`src/rtl/crack_pkg.sv`:
```
// Shared types and sizes for the ARC4 crack scheduler and its arbiter.
package crack_pkg;
    localparam int KEYW     = 24;
    localparam int MAXCORES = 8;

    typedef enum logic [2:0] {
        IDLE,
        WAITC,
        START,
        RUN,
        ABORT
    } sched_state_t;
endpackage

```
`src/rtl/rr_arbiter.sv`:
```
// Round-robin arbiter: grants the first requester at or after rr_ptr.
// Latency: grant is combinational; rr_ptr moves on the clock after an advanced grant.
// Backpressure: a requester holds req until granted; worst-case wait is N cycles.
module rr_arbiter #(
    parameter int N = 2
) (
    input  logic         clk,
    input  logic         rst_n,
    input  logic [N-1:0] req,
    input  logic         advance,
    output logic [N-1:0] gnt
);
    localparam int PW = (N > 1) ? $clog2(N) : 1;

    logic [PW-1:0] rr_ptr;
    logic [PW-1:0] gnt_idx;
    logic [PW-1:0] cand;
    logic          gnt_any;

    always_comb begin
        gnt     = '0;
        gnt_idx = '0;
        cand    = '0;
        gnt_any = 1'b0;
        // Grants are forced off while reset is asserted.
        if (rst_n) begin
            for (int k = 0; k < N; k++) begin
                cand = PW'((int'(rr_ptr) + k) % N);
                if (!gnt_any && req[cand]) begin
                    gnt_any = 1'b1;
                    gnt_idx = cand;
                end
            end
            if (gnt_any) gnt[gnt_idx] = 1'b1;
        end
    end

    always_ff @(posedge clk or negedge rst_n) begin
        if (!rst_n) begin
            rr_ptr <= '0;
        end else if (advance && gnt_any) begin
            rr_ptr <= (gnt_idx == PW'(N - 1)) ? '0 : gnt_idx + 1'b1;
        end
    end
endmodule

```
`src/rtl/crack_scheduler.sv`:
```
// Starts N interleaved ARC4 crack cores, shares the CT read port round-robin, reports the first valid key.
// Latency: en to core_en 2 cycles; rdy rises 1 cycle after the deciding core finish; CT data 1 cycle after grant.
// Backpressure: en is only taken while rdy=1; CT requesters hold core_ct_req until granted.
module crack_scheduler
    import crack_pkg::*;
#(
    parameter int NCORES = 2,
    parameter int KEYW   = crack_pkg::KEYW
) (
    input  logic                         clk,
    input  logic                         rst_n,
    input  logic                         en,
    output logic                         rdy,
    output logic [KEYW-1:0]              key,
    output logic                         key_valid,
    output logic [$clog2(MAXCORES)-1:0]  win_idx,
    output logic [NCORES-1:0]            core_en,
    output logic [NCORES*KEYW-1:0]       core_base,
    output logic                         core_abort,
    input  logic [NCORES-1:0]            core_rdy,
    input  logic [NCORES*KEYW-1:0]       core_key,
    input  logic [NCORES-1:0]            core_key_valid,
    input  logic [NCORES-1:0]            core_ct_req,
    input  logic [NCORES*8-1:0]          core_ct_addr,
    output logic [NCORES-1:0]            core_ct_gnt,
    output logic [NCORES-1:0]            core_ct_rvalid,
    output logic [7:0]                   core_ct_rddata,
    output logic [7:0]                   ct_addr,
    input  logic [7:0]                   ct_rddata
);
    localparam int IDXW = $clog2(MAXCORES);

    sched_state_t          state_q, state_d;
    logic [KEYW-1:0]       key_q, key_d;
    logic [IDXW-1:0]       win_q, win_d;
    logic                  key_vld_q, key_vld_d;
    logic [NCORES-1:0]     done_q, done_d;
    logic [NCORES-1:0]     core_rdy_q;
    logic                  first_q;
    logic [NCORES-1:0]     rise;
    logic [NCORES-1:0]     fin_vld;
    logic [7:0]            ct_addr_q;
    logic [7:0]            gnt_addr;
    logic [NCORES-1:0]     rvalid_q;

    // Core i walks keys i, i+NCORES, ... so its first key is simply i.
    for (genvar i = 0; i < NCORES; i++) begin : g_base
        assign core_base[i*KEYW +: KEYW] = KEYW'(i);
    end

    rr_arbiter #(.N(NCORES)) u_ct_arb (
        .clk     (clk),
        .rst_n   (rst_n),
        .req     (core_ct_req),
        .advance (1'b1),
        .gnt     (core_ct_gnt)
    );

    always_comb begin
        gnt_addr = ct_addr_q;
        for (int i = 0; i < NCORES; i++) begin
            if (core_ct_gnt[i]) gnt_addr = core_ct_addr[i*8 +: 8];
        end
    end

    assign ct_addr        = gnt_addr;
    assign core_ct_rvalid = rvalid_q;
    assign core_ct_rddata = ct_rddata;

    always_comb begin
        state_d   = state_q;
        key_d     = key_q;
        win_d     = win_q;
        key_vld_d = key_vld_q;
        done_d    = done_q;
        rise      = core_rdy & ~core_rdy_q;
        fin_vld   = rise & core_key_valid & ~done_q;
        case (state_q)
            IDLE: begin
                if (en) begin
                    state_d   = WAITC;
                    key_vld_d = 1'b0;
                end
            end
            WAITC: begin
                if (&core_rdy) state_d = START;
            end
            START: begin
                state_d = RUN;
                done_d  = '0;
            end
            RUN: begin
                // Cores may still report rdy in the cycle right after the start pulse.
                if (!first_q) begin
                    done_d = done_q | rise;
                    if (|fin_vld) begin
                        state_d   = ABORT;
                        key_vld_d = 1'b1;
                        for (int i = NCORES - 1; i >= 0; i--) begin
                            if (fin_vld[i]) begin
                                win_d = IDXW'(i);
                                key_d = core_key[i*KEYW +: KEYW];
                            end
                        end
                    end else if (&done_d) begin
                        state_d   = IDLE;
                        key_vld_d = 1'b0;
                    end
                end
            end
            ABORT: begin
                if (&core_rdy) state_d = IDLE;
            end
            default: state_d = IDLE;
        endcase
    end

    always_ff @(posedge clk or negedge rst_n) begin
        if (!rst_n) begin
            state_q    <= IDLE;
            key_q      <= '0;
            win_q      <= '0;
            key_vld_q  <= 1'b0;
            done_q     <= '0;
            core_rdy_q <= '1;
            first_q    <= 1'b0;
            ct_addr_q  <= '0;
            rvalid_q   <= '0;
        end else begin
            state_q    <= state_d;
            key_q      <= key_d;
            win_q      <= win_d;
            key_vld_q  <= key_vld_d;
            done_q     <= done_d;
            core_rdy_q <= core_rdy;
            first_q    <= (state_q == START);
            ct_addr_q  <= gnt_addr;
            rvalid_q   <= core_ct_gnt;
        end
    end

    assign rdy        = (state_q == IDLE);
    assign core_en    = {NCORES{state_q == START}};
    assign core_abort = (state_q == ABORT);
    assign key        = key_q;
    assign key_valid  = key_vld_q;
    assign win_idx    = win_q;
endmodule

```
`config.mk`:
```
export PLATFORM = sky130hd
export DESIGN_NAME = crack_scheduler
export DESIGN_NICKNAME = d
export VERILOG_FILES = /design/src/rtl/crack_pkg.sv /design/src/rtl/rr_arbiter.sv /design/src/rtl/crack_scheduler.sv
export SDC_FILE = /design/constraint.sdc
export NUM_CORES = 1
export LEC_CHECK = 0
export CAP_MARGIN = 20
export CORE_ASPECT_RATIO = 1.2
export CORE_MARGIN = 2
export CORE_UTILIZATION = 35
export DETAILED_ROUTE_END_ITERATION = 10
export PLACE_DENSITY = 0.91
export SLEW_MARGIN = 20
export SYNTH_ARGS = -nofsm -noshare
export SYNTH_HDL_FRONTEND = slang
export SYNTH_SLANG_ARGS = --single-unit
export TNS_END_PERCENT = 5
```
`constraint.sdc`:
```
create_clock -name clk -period 2.21 [get_ports clk]
set_input_delay 0.663 -clock clk [delete_from_list [all_inputs] [get_ports clk]]
set_output_delay 0.663 -clock clk [all_outputs]
set_load 0.01 [all_outputs]
```
==> impl_metrics.env <==
export IMPL_cp_max_fo=5
export IMPL_ys_seq_area_share_pct=43.6
export IMPL_place_ws_ns=-0.789
export IMPL_cp_required_ns=1.55
export IMPL_dpl_cell_area_sq_um=3740
export IMPL_wire_per_inst_um=14.2
export IMPL_drive_gt1_share_pct=31.7
export IMPL_hold_viol_final=0
export IMPL_start_kind="input pin"
export IMPL_leakagePower_nw=1.80
export IMPL_pin_count=181
export IMPL_max_slew_worst_pin_slew_ns=0.507
export IMPL_path_clk_slew_ns=0.09
export IMPL_fin_ws_ns=-0.00292
export IMPL_finalSetupTns_ns=-0.00292
export IMPL_powerDensity_nw_per_um2=919
export IMPL_rsz0062_at_grt="yes"
export IMPL_critPathMostFrequentCell="buf_2"
export IMPL_worstPathArrival_ns=1.55
export IMPL_synth_top_area_cell="dfrtp_1"
export IMPL_coreArea_sq_um=7230
export IMPL_fin_util_pct=55.2
export IMPL_final_area_sq_um=3990
export IMPL_max_freq_mhz=452
export IMPL_path_buf_inv=3
export IMPL_wl_um=6540
export IMPL_clock_sinks=45
export IMPL_cpPeakStageDelay_ns=0.18
export IMPL_period_share_pct=100
export IMPL_maxSlewHeadroom_pct=65.3
export IMPL_num_rows=34
export IMPL_slew_viol_final=0
export IMPL_outcome="finished with violations"
export IMPL_antenna_found_initial=0
export IMPL_path_class="input pin to output port"
export IMPL_mostFrequentLayoutCells="clkdlybuf4s50_1, conb_1, mux2_2"
export IMPL_grt_usage_pct=15.5
export IMPL_ctsLongestPathBuffers=2
export IMPL_drt_iter0_drc=23
export IMPL_layout_commonest_cell="clkdlybuf4s50_1"
export IMPL_portBuffers=114
export IMPL_grt_pass1_vias=2085
export IMPL_cts_tree="built"
export IMPL_syn_to_final_growth_pct=54.2
export IMPL_synth_top_area_share_pct=41.6
export IMPL_gp_congestion=0.805
export IMPL_hold_slack_ns=0.440
export IMPL_cts_htree_levels=2
export IMPL_fillers=611
export IMPL_fp_dieW_um=82.5
export IMPL_slowest_stage="a21oi_2"
export IMPL_timing_rr_start="state_q[2]"
export IMPL_die_height_um=98.2
export IMPL_setup_viol=1
export IMPL_drt_first_pass_iters=4
export IMPL_avgSynthCellArea_sq_um=11.0
export IMPL_fin_crit_ns=2.21
export IMPL_syn_area_sq_um=2590
export IMPL_ys_ff_latch=45
export IMPL_dpl_cell_count=441
export IMPL_place_hpwl_um=4530
export IMPL_ys_warnings_count=0
export IMPL_cts_buffers=5
export IMPL_power_mw=3.67
export IMPL_clock_latency_ns=0.29
export IMPL_synthCells=235
export IMPL_instances_no_fill=459
export IMPL_clock_skew_ns=0.00403
export IMPL_yosys_top_cells_area="dfrtp_1, mux2_2, buf_4"
export IMPL_synth_cell_type_count=36
export IMPL_drv_cap=0
export IMPL_initial_core_util_pct=35.8
export IMPL_num_vias=2086
export IMPL_cts_root_buffer="clkbuf_8"
export IMPL_violations="negative setup slack"
export IMPL_overflow=0
export IMPL_n_antenna_cell=0
export IMPL_path_cells="buf_2 > nand2_2 > a21oi_2 > buf_4 > a22oi_2 > nand2_1 > buf_2"
export IMPL_dieArea_sq_um=8100
export IMPL_min_path_type="input pin to asynchronous set/reset pin"
export IMPL_ir_drop_v=0.000487
export IMPL_grt_start_max_net_pins=26
export IMPL_cp_end_kind="output port"
export IMPL_fin_nets=449
export IMPL_critPathTopFamily="buffers and inverters"
export IMPL_postRouteAntennaNets=0
export IMPL_grt_pass1_wl_um=9670
export IMPL_startpoint="core_ct_req[1]"
export IMPL_vias_per_cell=4.54
export IMPL_drc=0
kinds of logic (layout without fill, tap and decap cells):
group	Yosys count	in the layout	share of synthesized area (%)
buf+inv	70	156	19.4
flops	45	45	43.6
simple gates	42	42	8.41
mux	48	48	20.9
other cells	2	50	0.290
compound gates	28	28	7.40
repair_timing:
action / CTS / global route
pin swaps: 3 / 8
resized for setup: 53 / 18
cloned: 2 / 3
buffers inserted: 0 / 5
setup endpoints to repair: 38 / 32
hold buffers: 0 / 0
layer usage:
metal | up-vias | part of all wire [%] | global-route usage, % | routed length, um
met1 | 982 | 40 | 18.2 | 2590
met4 | 0 | 1.7 | 5.42 | 109
met5 | - | 0 | 0 | 0
met2 | 124 | 49 | 25.7 | 3220
met3 | 10 | 9.4 | 5.36 | 616
li1 | 970 | - | - | -
sequential cells by signal, summed over array words and instances, names as in the netlist:
| signal | cells |
|---|---|
| done_q | 2 |
| u_ct_arb.rr_ptr | 1 |
| state_q | 3 |
| core_rdy_q | 2 |
| first_q | 1 |
| key_valid | 1 |
| ct_addr_q | 8 |
| core_ct_rvalid | 2 |
| key | 24 |
| win_idx | 1 |
final cells by class:
cell class	instances	area, sq um	share of cell area (%)
timing repair buffer	144	1390	34.9
multi-input combinational	168	1230	30.7
sequential	45	1130	28.3
tap	90	113	2.82
clock buffer	7	86.3	2.16
clock inverter	1	30.0	0.752
inverter	4	15.0	0.376
synthesized netlist by cell type:
master      n
a2111oi_0   1
a211o_1     1
a21o_1      1
a21oi_1     8
a21oi_2     1
a221o_1     1
a221oi_1    1
a22oi_1     8
a31oi_1     1
buf_1       1
buf_2       3
buf_4      59
buf_6       2
clkbuf_1    1
conb_1      2
dfrtp_1    43
dfstp_2     2
inv_1       4
mux2_2     48
nand2_1    23
nand2b_1    2
nand3_1     1
nor2_1      1
nor2b_1     4
nor3_1      3
nor3_4      1
nor3b_1     1
nor4b_1     1
nor4bb_1    1
o21ai_0     1
o21ai_1     1
o22ai_1     2
o32a_1      1
or2_0       1
or3_1       2
or3b_2      1
worst reg2reg max path, delay by kind of cell, from the launching register on:
family,cells,cell delay (ns)
buffers and inverters,2,0.39
AND/OR/NAND/NOR,3,0.79
flip-flops,1,0.39
multiplexers,1,0.33
power breakdown:
group / leakage [nW] / internal [mW] / switching, mW
clock network: 0.0585 / 0.369 / 0.281
registers: 0.549 / 1.13 / 0.178
logic: 1.19 / 1.03 / 0.679
final timing paths:
check | slack [ns] | cells past startpoint | to
max in group asynchronous | 1.42 | 3 | core_rdy_q[0]
min | 0.44 | 2 | key[2]
min reg2reg | 0.47 | 2 | ct_addr_q[2]
max | -0.003 | 7 | ct_addr[1]
max reg2reg | 0.20 | 6 | key[22]
min in group clk | 0.47 | 2 | ct_addr_q[2]
Power figures use the tool's default switching activity.
